File: src/rtl/dnn_seq_pkg.sv
// -----------------------------------------------------------------------------
// dnn_seq_pkg
// Shared definitions for the DNN layer sequencer: FSM state encoding, counter
// and address widths, and helpers for per-layer fan-in / fan-out and for the
// ROM-read plus MAC pipeline latency.
// No ports (package).
// -----------------------------------------------------------------------------
package dnn_seq_pkg;

    // Activation RAM index width (up to 128 neurons per layer).
    localparam int ACT_AW = 7;
    // Layer counter width; comfortably covers any practical layer count.
    localparam int LYR_W  = 4;
    // Drain down-counter width.
    localparam int TMR_W  = 8;

    typedef enum logic [2:0] {
        ST_IDLE  = 3'd0,
        ST_CLEAR = 3'd1,
        ST_ISSUE = 3'd2,
        ST_DRAIN = 3'd3,
        ST_WRITE = 3'd4,
        ST_NEXT  = 3'd5,
        ST_DONE  = 3'd6
    } seq_state_t;

    // Total cycles between the last issue and the result being ready to write.
    function automatic int seq_lat(input int rd_lat, input int mac_lat);
        return rd_lat + mac_lat;
    endfunction

    // Index of the final input term of a neuron in the given layer.
    function automatic logic [ACT_AW-1:0] fan_in_last(input logic [LYR_W-1:0] layer,
                                                      input int n_in,
                                                      input int n_hid);
        if (layer == '0) begin
            return ACT_AW'(n_in - 1);
        end
        return ACT_AW'(n_hid - 1);
    endfunction

    // Index of the final neuron of the given layer.
    function automatic logic [ACT_AW-1:0] fan_out_last(input logic [LYR_W-1:0] layer,
                                                       input logic [LYR_W-1:0] last_layer,
                                                       input int n_out,
                                                       input int n_hid);
        if (layer == last_layer) begin
            return ACT_AW'(n_out - 1);
        end
        return ACT_AW'(n_hid - 1);
    endfunction

endpackage

File: src/rtl/dnn_seq_delay.sv
// -----------------------------------------------------------------------------
// dnn_seq_delay
// Fixed-depth shift register that re-times the issue valid/last pair so the
// MAC enable lines up with data returning from the ROM/RAM read pipeline.
// Ports:
//   clk        in   system clock
//   reset      in   asynchronous active-low reset (clears the pipeline)
//   in_valid   in   issue valid
//   in_last    in   issue last (final term of a neuron)
//   out_valid  out  in_valid delayed DEPTH cycles
//   out_last   out  in_last delayed DEPTH cycles
// -----------------------------------------------------------------------------
module dnn_seq_delay #(
    parameter int DEPTH = 1
) (
    input  logic clk,
    input  logic reset,
    input  logic in_valid,
    input  logic in_last,
    output logic out_valid,
    output logic out_last
);

    logic [DEPTH-1:0] v_sr;
    logic [DEPTH-1:0] l_sr;

    always_ff @(posedge clk or negedge reset) begin
        if (!reset) begin
            v_sr <= '0;
            l_sr <= '0;
        end else begin
            v_sr[0] <= in_valid;
            l_sr[0] <= in_last;
            for (int i = 1; i < DEPTH; i++) begin
                v_sr[i] <= v_sr[i-1];
                l_sr[i] <= l_sr[i-1];
            end
        end
    end

    assign out_valid = v_sr[DEPTH-1];
    assign out_last  = l_sr[DEPTH-1];

endmodule

File: src/rtl/dnn_layer_sequencer.sv
// -----------------------------------------------------------------------------
// dnn_layer_sequencer
// Time-multiplexes one MAC datapath across every layer of the word-detect DNN.
// On a feature-frame strobe it walks layer -> neuron -> input, producing
// weight-ROM and activation-RAM addresses, MAC clear/enable/last, and the
// activation writeback, ping-ponging between two activation banks (layer L
// reads bank L mod 2 and writes the other one).
//
// Optional feature: define DNN_SEQ_OVERRUN_CNT_EN to add drop_cnt, a
// saturating count of frame_drop pulses.
//
// Ports:
//   clk          in   system clock
//   reset        in   asynchronous active-low reset
//   dv_in        in   1-cycle strobe: feature frame ready in bank 0
//   w_addr       out  weight-ROM address, contiguous across all layers
//   act_rd_addr  out  activation read index (0 outside issue)
//   act_rd_bank  out  bank read by the current layer
//   mac_clr      out  clear accumulator
//   mac_en       out  accumulate, issue valid delayed RD_LAT
//   mac_last     out  final term of a neuron, aligned with mac_en
//   act_wr_en    out  write activation result
//   act_wr_addr  out  neuron index written
//   act_wr_bank  out  bank written (complement of act_rd_bank)
//   act_relu     out  1 = hidden layer, 0 = output layer
//   busy         out  inference in progress
//   done         out  1-cycle pulse after the last output-layer write
//   frame_drop   out  1-cycle pulse, the cycle after dv_in arrived while busy
//   drop_cnt     out  saturating frame_drop count (DNN_SEQ_OVERRUN_CNT_EN only)
//
// State | meaning
// ------+----------------------------------------------------------------
// IDLE  | waiting for dv_in
// CLEAR | clear accumulator for the next neuron, reset input index
// ISSUE | one input term per cycle: ROM/RAM address + issue valid
// DRAIN | wait LAT cycles for the last term to leave the MAC pipeline
// WRITE | write the neuron result to the other bank
// NEXT  | advance to the next layer
// DONE  | frame complete; dv_in here starts the next frame directly
// -----------------------------------------------------------------------------
module dnn_layer_sequencer
    import dnn_seq_pkg::*;
#(
    parameter int N_IN     = 20,
    parameter int N_HID    = 64,
    parameter int N_OUT    = 11,
    parameter int N_LAYERS = 3,   // must be >= 2
    parameter int RD_LAT   = 1,
    parameter int MAC_LAT  = 1,
    parameter int WA_W     = 16
) (
    input  logic              clk,
    input  logic              reset,
    input  logic              dv_in,
    output logic [WA_W-1:0]   w_addr,
    output logic [ACT_AW-1:0] act_rd_addr,
    output logic              act_rd_bank,
    output logic              mac_clr,
    output logic              mac_en,
    output logic              mac_last,
    output logic              act_wr_en,
    output logic [ACT_AW-1:0] act_wr_addr,
    output logic              act_wr_bank,
    output logic              act_relu,
    output logic              busy,
    output logic              done,
    output logic              frame_drop
`ifdef DNN_SEQ_OVERRUN_CNT_EN
    ,
    output logic [15:0]       drop_cnt
`endif
);

    localparam logic [LYR_W-1:0] LAST_LAYER = LYR_W'(N_LAYERS - 1);
    // DRAIN lasts LAT cycles: counter loads LAT-1 and exits on terminal count 0.
    localparam logic [TMR_W-1:0] DRAIN_INIT = TMR_W'(seq_lat(RD_LAT, MAC_LAT) - 1);

    seq_state_t        state;
    seq_state_t        state_nxt;
    logic [LYR_W-1:0]  layer;
    logic [ACT_AW-1:0] neuron;
    logic [ACT_AW-1:0] idx;
    logic [TMR_W-1:0]  tmr;
    logic [WA_W-1:0]   w_addr_q;
    logic [ACT_AW-1:0] fin_last;
    logic [ACT_AW-1:0] fout_last;
    logic              is_last_layer;
    logic              issue_v;
    logic              issue_last;

    assign fin_last      = fan_in_last(layer, N_IN, N_HID);
    assign fout_last     = fan_out_last(layer, LAST_LAYER, N_OUT, N_HID);
    assign is_last_layer = (layer == LAST_LAYER);

    // State register
    always_ff @(posedge clk or negedge reset) begin
        if (!reset) begin
            state <= ST_IDLE;
        end else begin
            state <= state_nxt;
        end
    end

    // Next-state logic
    always_comb begin
        state_nxt = state;
        case (state)
            ST_IDLE:  if (dv_in) state_nxt = ST_CLEAR;
            ST_CLEAR: state_nxt = ST_ISSUE;
            ST_ISSUE: if (idx == fin_last) state_nxt = ST_DRAIN;
            ST_DRAIN: if (tmr == '0) state_nxt = ST_WRITE;
            ST_WRITE: state_nxt = (neuron == fout_last) ? ST_NEXT : ST_CLEAR;
            ST_NEXT:  state_nxt = is_last_layer ? ST_DONE : ST_CLEAR;
            ST_DONE:  state_nxt = dv_in ? ST_CLEAR : ST_IDLE;
            default:  state_nxt = ST_IDLE;
        endcase
    end

    // Output decode
    always_comb begin
        mac_clr   = 1'b0;
        issue_v   = 1'b0;
        act_wr_en = 1'b0;
        busy      = 1'b1;
        done      = 1'b0;
        case (state)
            ST_IDLE:  busy      = 1'b0;
            ST_CLEAR: mac_clr   = 1'b1;
            ST_ISSUE: issue_v   = 1'b1;
            ST_WRITE: act_wr_en = 1'b1;
            ST_DONE:  done      = 1'b1;
            default:  ;
        endcase
    end

    assign issue_last  = issue_v && (idx == fin_last);
    assign act_rd_addr = issue_v ? idx : '0;
    // Bank/relu are gated by busy so IDLE (and reset) present all-zero outputs.
    assign act_rd_bank = busy & layer[0];
    assign act_wr_bank = busy & ~layer[0];
    assign act_relu    = busy & ~is_last_layer;
    assign act_wr_addr = neuron;
    assign w_addr      = w_addr_q;

    // Walk counters
    always_ff @(posedge clk or negedge reset) begin
        if (!reset) begin
            layer    <= '0;
            neuron   <= '0;
            idx      <= '0;
            tmr      <= '0;
            w_addr_q <= '0;
        end else begin
            case (state)
                ST_IDLE, ST_DONE: begin
                    if (dv_in) begin
                        layer    <= '0;
                        neuron   <= '0;
                        w_addr_q <= '0;
                    end
                end
                ST_CLEAR: idx <= '0;
                ST_ISSUE: begin
                    // Weights are stored neuron-major, so the ROM address
                    // is a plain running counter across neurons and layers.
                    w_addr_q <= w_addr_q + WA_W'(1);
                    if (idx == fin_last) begin
                        tmr <= DRAIN_INIT;
                    end else begin
                        idx <= idx + ACT_AW'(1);
                    end
                end
                ST_DRAIN: if (tmr != '0) tmr <= tmr - TMR_W'(1);
                ST_WRITE: if (neuron != fout_last) neuron <= neuron + ACT_AW'(1);
                ST_NEXT: begin
                    neuron <= '0;
                    // Layer stays on the output layer through DONE so act_relu
                    // and the bank selects stay consistent until restart.
                    if (!is_last_layer) layer <= layer + LYR_W'(1);
                end
                default: ;
            endcase
        end
    end

    dnn_seq_delay #(
        .DEPTH (RD_LAT)
    ) u_delay (
        .clk       (clk),
        .reset     (reset),
        .in_valid  (issue_v),
        .in_last   (issue_last),
        .out_valid (mac_en),
        .out_last  (mac_last)
    );

    // A strobe in DONE is a legal back-to-back frame, not an overrun.
    always_ff @(posedge clk or negedge reset) begin
        if (!reset) begin
            frame_drop <= 1'b0;
        end else begin
            frame_drop <= dv_in && (state != ST_IDLE) && (state != ST_DONE);
        end
    end

`ifdef DNN_SEQ_OVERRUN_CNT_EN
    always_ff @(posedge clk or negedge reset) begin
        if (!reset) begin
            drop_cnt <= '0;
        end else if (frame_drop && (drop_cnt != 16'hFFFF)) begin
            drop_cnt <= drop_cnt + 16'd1;
        end
    end
`endif

endmodule

File: config.mk
export PLATFORM = sky130hd
export DESIGN_NAME = dnn_layer_sequencer
export DESIGN_NICKNAME = d
export VERILOG_FILES = /design/src/rtl/dnn_seq_pkg.sv /design/src/rtl/dnn_seq_delay.sv /design/src/rtl/dnn_layer_sequencer.sv
export SDC_FILE = /design/constraint.sdc
export NUM_CORES = 1
export LEC_CHECK = 0
export ABC_AREA = 1
export CAP_MARGIN = 15
export CORE_ASPECT_RATIO = 0.9
export CORE_MARGIN = 2
export CORE_UTILIZATION = 40
export CTS_CLUSTER_SIZE = 30
export DETAILED_ROUTE_END_ITERATION = 10
export GPL_TIMING_DRIVEN = 0
export PLACE_DENSITY_LB_ADDON = 0.25
export SYNTH_ARGS = -nofsm -noshare
export SYNTH_HDL_FRONTEND = slang
export SYNTH_SLANG_ARGS = --single-unit
File: constraint.sdc
create_clock -name clk -period 1.65 [get_ports clk]
set_input_delay 0.165 -clock clk [delete_from_list [all_inputs] [get_ports clk]]
set_output_delay 0.165 -clock clk [all_outputs]
set_load 0.02 [all_outputs]
== Word-level counts from Yosys, hierarchy flattened ==
Cells that the tools add are included.
Widths: inputs -> output; s select.

* Output and inout bits: 40
* Bits in latches: 0
* Memory bits (read-only): 0
* Logic and storage cells: 90
* Memories: 0
* RAM bits: 0
* Register bits after elaboration: 48
* Input bits: 3

* Add/sub/neg operators: 5
* Shift-type cells: 0
* Bitwise logic cells: 5
* Multiplexer cells: 32
* Reduce and logical (&&, ||, !) cells: 20
* $mul: 0
* Divide/modulo/power cells: 0
* $lt $le $gt $ge: 0
* Eq/ne operators: 19

{| class="wikitable"
|+ Operator list
! operator !! number
|-
| $mux 7 || 8
|-
| $pmux 16 s2 || 1
|-
| $pmux 3 s7 || 1
|-
| $pmux 7 s3 || 1
|-
| $add 16x1->16 const B || 1
|-
| $mux 16 || 1
|-
| $mux 8 || 2
|-
| $ne 2x2->1 const B || 8
|-
| $pmux 8 s2 || 1
|-
| $mux 3 || 5
|-
| $add 7x1->7 const B || 2
|-
| $eq 7x7->1 || 2
|-
| $pmux 7 s2 || 1
|-
| $reduce_and 3->1 || 4
|-
| $eq 3x3->1 const B || 3
|-
| $logic_not 8->1 || 1
|-
| $mux 1 || 8
|-
| $mux 4 || 2
|-
| $pmux 4 s2 || 1
|-
| $reduce_bool 2->1 || 4
|-
| $reduce_bool 8->1 || 1
|-
| $sub 8x1->8 const B || 1
|-
| $ne 7x7->1 || 1
|-
| $eq 3x2->1 const B || 2
|-
| 12 further kinds || 19
|}

== Logic depth before layout (Yosys ltp) ==
Gate-level depths: netlist (run 1).

* Depth in word-level cells: 6
* Gate-level depth with buffers: 10
* Depth with buffers taken out: 10

== By module ==
A second synthesis (run 1) with hierarchy kept.

* Cell total of the unflattened synthesis: 408
* Area total of the unflattened synthesis: 2925.3 µm²

{| class="wikitable"
|+ Modules (own cells, without submodules)
! module !! sequential area each (µm²) !! area an instance (µm²) !! cells each !! times used
|-
| dnn_layer_sequencer || 1151.1 || 2875.3 || 406 || 1
|-
| dnn_seq_delay || 50.0 || 50.0 || 2 || 1
|}

== Least setup slack after synthesis (run 1) ==
No wires, ideal clock.

* Path type: reg2out
* Start: register state[0]
* End: output act_rd_addr[0]
* Path buffers: 2
* Stages on the path, launching flop included: 8
* Slack: 0.165 ns
* Data required time: 1.485 ns
* Arrival time: 1.320 ns
* Path through: dfrtp_1 inv_1 nand2_1 nor2_4 inv_2 buf_6 buf_6 nor2_1

* Cells in the longest elaborated chain, start to end: 3

{| class="wikitable"
|+ Ends and longest elaborated chain
! what !! line !! RTL
|-
| start: declaration || dnn_layer_sequencer.sv:78 || <nowiki>seq_state_t state;</nowiki>
|-
| start signal: assignment || dnn_layer_sequencer.sv:100 || <nowiki>state <= state_nxt;</nowiki>
|-
| $eq 3x2->1 || dnn_layer_sequencer.sv:126 || <nowiki>case (state)</nowiki>
|-
| $mux 1 || dnn_layer_sequencer.sv:126 ||
|-
| $mux 7 || dnn_layer_sequencer.sv:137 || <nowiki>assign act_rd_addr = issue_v ? idx : '0;</nowiki>
|-
| end: declaration || dnn_layer_sequencer.sv:56 || <nowiki>output logic [ACT_AW-1:0] act_rd_addr,</nowiki>
|}

No other way between the ends.

== Worst setup path in the final report (run 1) ==
* Start: register state[0]
* End: output act_rd_addr[6]

The elaborated chain is that of the path after synthesis.

==> impl_metrics.tcl, run 1 <==
set metrics [dict create \
    drtIter0Drc 160 \
    synth_edf_count 0 \
    floorplan.die_area_um2 8160 \
    dpl.hpwl_mm 5.02 \
    setup_slack_ns -0.0152 \
    crit_type "reg -> out" \
    diodes 0 \
    arrival_ns 1.50 \
    drcViolationCount 0 \
    clock_latency_ns 0.32 \
    htreeDepth 2 \
    p_leak_nw 1.98 \
    finalSetupViolCount 6 \
    antenna_found_initial 0 \
    cp.required_ns 1.48 \
    dr.pass1.iters 4 \
    ant_nets 0 \
    synthTopCellsByArea "dfrtp_1 (40%), nand2_1 (14%), nand3_1 (7.7%)" \
    period_needed_ns 1.67 \
    postSynthCellCount 411 \
    ys_warn_count 0 \
    status "finished with violations" \
    core_um2 7150 \
    ys_async_sr_fraction_pct 100 \
    wire_per_inst_um 12.3 \
    tns_ns -0.0509 \
    gp_congestion 0.873 \
    irDropWorstVdd_v 0.000397 \
    grt_pass1_wl_mm 12.4 \
    first_global_vias 2735 \
    hold_viol_final 0 \
    synth_top_flop_cell "dfrtp_1" \
    maxCapViolCount 0 \
    rows 29 \
    drv_slew 0 \
    clkTransAtPathRegs_ns 0.10 \
    finClkSkew_ns 0.0143 \
    period_share_pct 101 \
    fin_nets 494 \
    wirelength_mm 7.08 \
    vias_per_cell 4.93 \
    failed_checks "negative setup slack" \
    synth.yosys.seq_area_share_pct 40.3 \
    ys_ff_latch 48 \
    grt_overflow 0 \
    io_buffers 42 \
    cp_max_fo 6 \
    powerDensity_nw_per_um2 537 \
    synth_most_common_cell "nand2_1" \
    tightest_slew_ns 0.444 \
    end_kind "output pin" \
    clockRootBuffer "clkbuf_8" \
    ys_types 31 \
    syn_to_final_growth_pct 33.6 \
    vias 2845 \
    stdcell_count 577 \
    syn_area_per_cell_um2 7.25 \
    syn_nets 422 \
    synthTopCellsByCount "nand2_1 (113), nor2_1 (51), inv_1 (49), dfrtp_1 (48), nand3_1 (46)" \
    fillers 674 \
    tritoncts "yes" \
    rsz0062_at_grt "true" \
    synth_top_area_share_pct 40.3 \
    synth.largest_area_cell "dfrtp_1" \
    cts_sinks 48 \
    placed_cells 547 \
    numCtsBuffers 5 \
    start_util_pct 41.7 \
    die_y_um 85.9 \
    ios 43 \
    start_kind "flop" \
    drive_gt1_share_pct 20.5 \
    grt_max_degree 33 \
    die_w_um 95.0 \
    relSlewSlack_pct 70.2 \
    timing.fmax_mhz 601 \
    hold_path.class "in -> async" \
    gr-usage-all-layers_pct 18.9 \
    ctsLongestPathBuffers 2 \
    netlist_area_um2 2980 \
]
==> cells in the final DEF, fill, tap and decap left out, types with 3 or more instances in the layout <==
master           instances
dfrtp_2                  5
buf_2                    5
clkbuf_8                 6
nand2_2                  6
nor2_1                  42
xor2_1                  10
clkdlybuf4s50_1         26
nand3_2                  5
nand3b_1                 3
buf_4                   20
nor2_4                   9
o22ai_1                  4
nor3_1                   8
nand4_1                  6
inv_1                   45
nand3_1                 43
dfrtp_1                 43
o21ai_0                 22
o21ai_2                  4
or2_2                    3
nand2_1                109
nand2_4                  4
buf_6                   10
xnor2_1                  4
ha_1                     7
inv_2                    7
==> area by class of cell <==
cell class              count  area [µm²]  area share (%)
multi-input cells         305        1670            41.8
flip-flops and latches     48        1210            30.3
repair buffers             65         612            15.4
inverters                  52         195            4.90
well taps                  93         116            2.92
clock buffers               6        82.6            2.07
plain buffers               6        63.8            1.60
clock inverters             2        38.8           0.974
==> sequential cells by signal, indices dropped and copies added, names as in the netlist <==
name	count
w_addr	16
state	3
tmr	8
layer	4
u_delay.out_valid	1
act_wr_addr	7
frame_drop	1
idx	7
u_delay.out_last	1
==> worst max-delay path, stage by stage (launching register included) <==
cell and delay [ns]:
dfrtp_2 0.42, inv_2 0.07, nand2_2 0.06, nor2_4 0.10
inv_2 0.06, buf_6 0.14, clkbuf_16 0.15, nor2_4 0.07
buf_6 0.11
==> final timing paths <==
kind,from,cells after the start,slack [ns],endpoint
max in group asynchronous,reset,3,0.82,state[2]
min in group clk,tmr[0],2,0.54,tmr[0]
worst max-delay path,state[0],8,-0.02,act_rd_addr[6]
worst min-delay path,reset,2,0.31,w_addr[2]
worst max register to register,idx[0],8,0.11,idx[5]
worst min register to register,tmr[0],2,0.54,tmr[0]
==> cells by family after synthesis <==
kind of cell	after synthesis	share of synthesized area, %
compound gates	38	7.39
xor+xnor	14	4.11
fa+ha+maj	8	3.36
buf+inv	58	8.27
flops	48	40.3
simple gates	245	36.6
==> through the flow <==
step,instance area (µm²),total power [W],setup slack (ns),hold slack [ns],util [%]
4_1_cts,3720,0.00217,-0.123,0.317,52.0
5_1_grt,3980,0.00223,-0.0931,0.327,55.7
3_3_place_gp,3520,0.00124,-1.11,0.515,49.2
2_1_floorplan,2980,0.00120,0.165,-0.131,-
3_5_place_dp,3530,0.00124,-0.370,0.123,49.4
6_report,3980,0.00214,-0.0152,0.307,55.7
==> power by group <==
part	total, W	internal, W	leakage, nW	switching, W
combinational	0.0000409	0.0000118	1.37	0.0000291
clock	0.000920	0.000496	0.0614	0.000424
sequential	0.00118	0.00118	0.550	0.000000239
==> metal layers <==
metal	routed length [µm]	vias up	GRT usage, %
li1	-	1463	-
met1	3450	1325	26.8
met2	3300	51	29.1
met3	259	6	3.51
met4	81	0	6.19
met5	0	-	0
==> what timing repair did <==
| item | CTS | global route |
|---|---|---|
| buffers inserted | 7 | 13 |
| gates cloned | 0 | 1 |
| pin swaps | 3 | 5 |
| hold endpoints to repair | 16 | 0 |
| endpoints found under the setup margin | 37 | 41 |
| hold buffers | 1 | 0 |
| resized for setup | 57 | 50 |
No activity file was read; power rests on OpenSTA's default activity.
==> inputs of run 2 (changes only) <==
- CAP_MARGIN: 15 -> 20
- CORE_ASPECT_RATIO: 0.9 -> 0.6
- DONT_BUFFER_PORTS: not set -> 1
==> run 2 against run 1 <==
Against the previous run: the flow now finishes without violations; setup slack gained 0.048 ns; count of clock-buffer cells in the layout shrank 1; sequential share of layout area is 3.8 points higher; register-to-register slack is essentially flat; routed wire length up 7.6%; cell area down 11%; die area up 0.26%; largest power group is now clock.
==> impl_metrics.tcl, run 2 (synthesis gave the netlist of run 1 again) <==
set metrics [dict create \
    drive_gt1_share_pct 17.4 \
    gp_congestion 0.818 \
    vias_per_cell 5.03 \
    met2_length_mm 2.96 \
    clockRootBuffer "clkbuf_16" \
    reg2reg_depth 8 \
    r2r-end "idx[6]" \
    core_um2 7240 \
    cp_max_fo 6 \
    ant_nets 0 \
    largest_reg_flops 16 \
    rsz0062_at_grt "true" \
    antenna_found_initial 0 \
    grt_pass1_wl_mm 12.7 \
    maxCapViolCount 0 \
    status "completed" \
    final_common_cell "nand2_1" \
    path_buf_inv 2 \
    hold_viol_final 0 \
    drcViolationCount 0 \
    syn_to_final_growth_pct 18.7 \
    rows 24 \
    r2r_start "idx[0]" \
    relSlewSlack_pct 74.1 \
    cp_slowest_stage_delay_ns 0.47 \
    fin_nets 440 \
    period_share_pct 98.0 \
    start_util_pct 41.2 \
    stdcell_count 534 \
    hold-path-endpoint "layer[2]" \
    die_w_um 115 \
    min_from "dv_in" \
    utilization_pct 48.9 \
    timing.fmax_mhz 618 \
    highest_layer "met4" \
    tightest_slew_ns 0.386 \
    start_kind "flop" \
    dr.pass1.iters 6 \
    placed_cells 515 \
    numCtsBuffers 5 \
    wl_met3_um 446 \
    die_y_um 70.9 \
    diodes 0 \
    clock_latency_ns 0.29 \
    tritoncts "yes" \
    finClkSkew_ns 0.00611 \
    gr-usage-all-layers_pct 19.8 \
    period_needed_ns 1.62 \
    floorplan.die_area_um2 8180 \
    htreeDepth 2 \
    cp.required_ns 1.48 \
    drv_slew 0 \
    path_cells "inv_2 > nand2_4 > inv_1 > nor2_1" \
    arrival_ns 1.45 \
    irDropWorstVdd_v 0.000337 \
    cp_slowest_cell "dfrtp_1" \
    hold_path.class "in -> reg" \
    wl_met1_mm 4.16 \
    final_cell_mix "nand2_1 (108), nand3_1 (46), inv_1 (45)" \
    wirelength_mm 7.62 \
    powerDensity_nw_per_um2 683 \
    first_global_vias 2531 \
    cts_sinks 48 \
    dpl.hpwl_mm 5.23 \
    path_delay_family "simple AND/OR/NAND/NOR gates" \
    crit_type "reg -> out" \
    io_buffers 0 \
    grt_overflow 0 \
    drtIter0Drc 219 \
    ios 43 \
    finalSetupViolCount 0 \
    grt_max_degree 49 \
    critPathLaunch "state[2]" \
    crit_cells 4 \
    r2r_slack_ns 0.10 \
    clkTransAtPathRegs_ns 0.07 \
    end_kind "output pin" \
    wire_per_inst_um 14.3 \
    min_path_cells 3 \
    p_leak_nw 1.74 \
    ctsLongestPathBuffers 2 \
    vias 2686 \
]
[run 2: area by class of cell]
type                       instances  area [µm²]
buffer                             5        50.0
clock buffer                       5         125
clock inverter                     3        42.5
fill                             712        3700
inverter                          52         195
multi-input combinational        305        1670
sequential                        48        1210
tap                              104         130
timing repair buffer              12         115
[run 2: power by group]
| part | internal [W] | leakage, nW | switching (W) |
|---|---|---|---|
| Clock | 0.000714 | 0.0798 | 0.000487 |
| Sequential | 0.00118 | 0.548 | 0.00000208 |
| Combinational | 0.0000105 | 1.11 | 0.0000264 |
[run 2: how the worst max path moves through the flow]
stage                           to
floorplan           act_rd_addr[0]
global placement            tmr[4]
detailed placement          tmr[7]
CTS                 act_rd_addr[6]
global route           act_rd_bank
finish                 act_rd_bank
[run 2: worst reg2reg max path: cells and delay by family (launching register included)]
kind                       cells  cell delay, ns
DFF                            1            0.40
and+or+nand+nor                5            0.62
adders and majority gates      1            0.21
buffers and inverters          2            0.27
[run 2: repair_timing]
item                       CTS  global route
setup endpoints to repair   39            43
setup buffers                6             3
gates resized for setup     28            23
pin swaps                    3             4
hold buffers                 3             0
hold endpoints to repair    49             0
[run 2: layer usage]
metal | GRT usage (%) | vias up
li1 | - | 1356
met1 | 31.6 | 1252
met2 | 26.5 | 73
met3 | 4.97 | 5
met4 | 4.15 | 0
met5 | 0 | -
[run 2: metrics by stage]
| step | hold slack [ns] | power [W] | TNS [ns] | cell area [µm²] | worst slack (ns) |
|---|---|---|---|---|---|
| 5_1_grt | 0.0691 | 0.00250 | -0.0622 | 3540 | -0.0305 |
| 2_1_floorplan | -0.131 | 0.00120 | 0 | 2980 | 0.165 |
| 4_1_cts | 0.0467 | 0.00244 | 0 | 3470 | 0.00111 |
| 3_5_place_dp | -0.129 | 0.00120 | -1.09 | 3110 | -0.0839 |
| 6_report | 0.0604 | 0.00242 | 0 | 3540 | 0.0330 |
| 3_3_place_gp | -0.129 | 0.00120 | -0.526 | 3110 | -0.0619 |
==> inputs of run 3 (changes only) <==
--- a/config.mk
+++ b/config.mk
@@ -11,5 +11,5 @@
 export CORE_MARGIN = 2
 export CORE_UTILIZATION = 40
-export CTS_CLUSTER_SIZE = 30
+export CTS_CLUSTER_SIZE = 40
 export DETAILED_ROUTE_END_ITERATION = 10
 export DONT_BUFFER_PORTS = 1
==> constraint.sdc (replaced) <==
create_clock -name clk -period 1.65 [get_ports clk]
set_input_delay 0.2475 -clock clk [delete_from_list [all_inputs] [get_ports clk]]
set_output_delay 0.2475 -clock clk [all_outputs]
set_load 0.02 [all_outputs]
==> run 3 against run 2 <==
Against the previous run: setup slack improved by 0.012 ns; sequential share of layout area fell by 0.38 points; power fell by 0.47%.
==> impl_metrics.tcl, run 3 (synthesis gave the netlist of run 1 again) <==
set metrics [dict create \
    gr-usage-all-layers_pct 19.7 \
    ant_nets 0 \
    clkTransAtPathRegs_ns 0.07 \
    relSlewSlack_pct 75.1 \
    clockRootBuffer "clkbuf_16" \
    htreeDepth 2 \
    drcViolationCount 0 \
    finalInstanceArea_um2 3580 \
    largest_reg_flops 16 \
    timing.fmax_mhz 623 \
    numCtsBuffers 5 \
    powerDensity_nw_per_um2 671 \
    rows 24 \
    diodes 0 \
    die_w_um 115 \
    grt_max_degree 49 \
    combPwrFrac_pct 1.5 \
    start_util_pct 41.2 \
    maxCapViolCount 0 \
    fin_nets 441 \
    cts_sinks 48 \
    p_int_w 0.00190 \
    cp.required_ns 1.40 \
    finClkSkew_ns 0.00525 \
    fillers 710 \
    path_buf_inv 2 \
    seqPwrFrac_pct 49.0 \
    dpl_cell_area_um2 3110 \
    grt_util_met1_pct 31.7 \
    core_um2 7240 \
    grt_overflow 0 \
    drv_slew 0 \
    clock_latency_ns 0.29 \
    floorplan.die_area_um2 8180 \
    cp_max_fo 6 \
    grt_pass1_wl_mm 12.6 \
    tightest_slew_ns 0.371 \
    tns_ns 0 \
    multi_input_area_um2 1700 \
    use_met3_pct 4.71 \
    final_common_cell "nand2_1" \
    dpl.hpwl_mm 5.23 \
    io_buffers 0 \
    syn_to_final_growth_pct 20.2 \
    crit_type "reg -> out" \
    cp_slowest_stage_delay_ns 0.45 \
    first_global_vias 2501 \
    hold_path.class "in -> reg" \
    arrival_ns 1.36 \
    power_frac_clock_pct 49.5 \
    top_usage_layer "met1" \
    antenna_found_initial 0 \
    hold_viol_final 0 \
    status "completed" \
    p_leak_nw 1.75 \
    ctsLongestPathBuffers 2 \
    ios 43 \
    p_sw_share_pct 21.0 \
    period_share_pct 97.3 \
    cp_slowest_cell "dfrtp_2" \
    finalSetupViolCount 0 \
    gp_congestion 0.818 \
    path_delay_family "flip-flops" \
    tritoncts "yes" \
    path_cells "buf_12 > nor2_4 > nand2_4 > inv_1 > nor2_2" \
    power_switching_w 0.000506 \
    seq_area_um2 1210 \
    start_kind "flop" \
    drive_gt1_share_pct 19.7 \
    period_needed_ns 1.61 \
    end_kind "output pin" \
    vias 2702 \
    power_w 0.00241 \
    die_y_um 70.9 \
    vias_per_cell 5.05 \
    grt_util_met2_pct 26.3 \
    drtIter0Drc 201 \
    final_cell_mix "nand2_1 (108), nand3_1 (44), inv_1 (43)" \
    irDropWorstVdd_v 0.000334 \
    wirelength_mm 7.73 \
    dr.pass1.iters 8 \
    wire_per_inst_um 14.5 \
]
## run 3: final timing paths
| kind | depth (start not counted) | start | slack, ns | endpoint |
|---|---|---|---|---|
| min in group asynchronous | 2 | reset | 0.49 | tmr[7] |
| max reg2reg | 10 | state[1] | 0.08 | act_wr_addr[6] |
| min | 2 | dv_in | 0.08 | frame_drop |
| max in group asynchronous | 2 | reset | 0.92 | w_addr[4] |
| min reg2reg | 2 | tmr[1] | 0.55 | tmr[1] |
| max | 5 | state[1] | 0.04 | act_rd_bank |
## run 3: power by group through the flow
stage	Clock [W]	Sequential (W)	Combinational, W
floorplan	0	0.00120	0.00000122
global placement	0	0.00120	0.00000139
detailed placement	0	0.00120	0.00000148
CTS	0.00123	0.00118	0.0000378
global route	0.00128	0.00118	0.0000413
finish	0.00119	0.00118	0.0000349
## run 3: area by class of cell
type	instances	area share, %
buffer	5	1.40
clock buffer	5	3.49
clock inverter	3	1.19
inverter	52	5.45
multi-input combinational	305	47.4
sequential	48	33.8
tap	104	3.63
timing repair buffer	13	3.70
## run 3: repair_timing
action / in CTS / in global routing
hold buffers: 2 / 0
setup endpoints to repair: 40 / 44
pin swaps: 3 / 5
buffers inserted: 6 / 5
hold endpoints to repair: 48 / 0
gates cloned: 0 / 0
gates resized for setup: 38 / 22
## run 3: per-stage QoR
step / hold WS, ns / std cells / setup WS (ns) / util (%)
6_report: 0.0800 / 535 / 0.0450 / 49.5
5_1_grt: 0.0864 / 535 / -0.0202 / 49.5
4_1_cts: 0.0800 / 531 / -0.0355 / 48.0
3_5_place_dp: -0.0464 / 515 / -0.0937 / 43.0
3_3_place_gp: -0.0463 / 515 / -0.0842 / 43.0
2_1_floorplan: -0.0481 / 411 / 0.0821 / -
## run 3: layer usage
metal  vias up  share of wire [%]
met1      1273                 54
met5         -                  0
met2        62                 40
met3         5                5.0
met4         0               0.71
li1       1362                  -
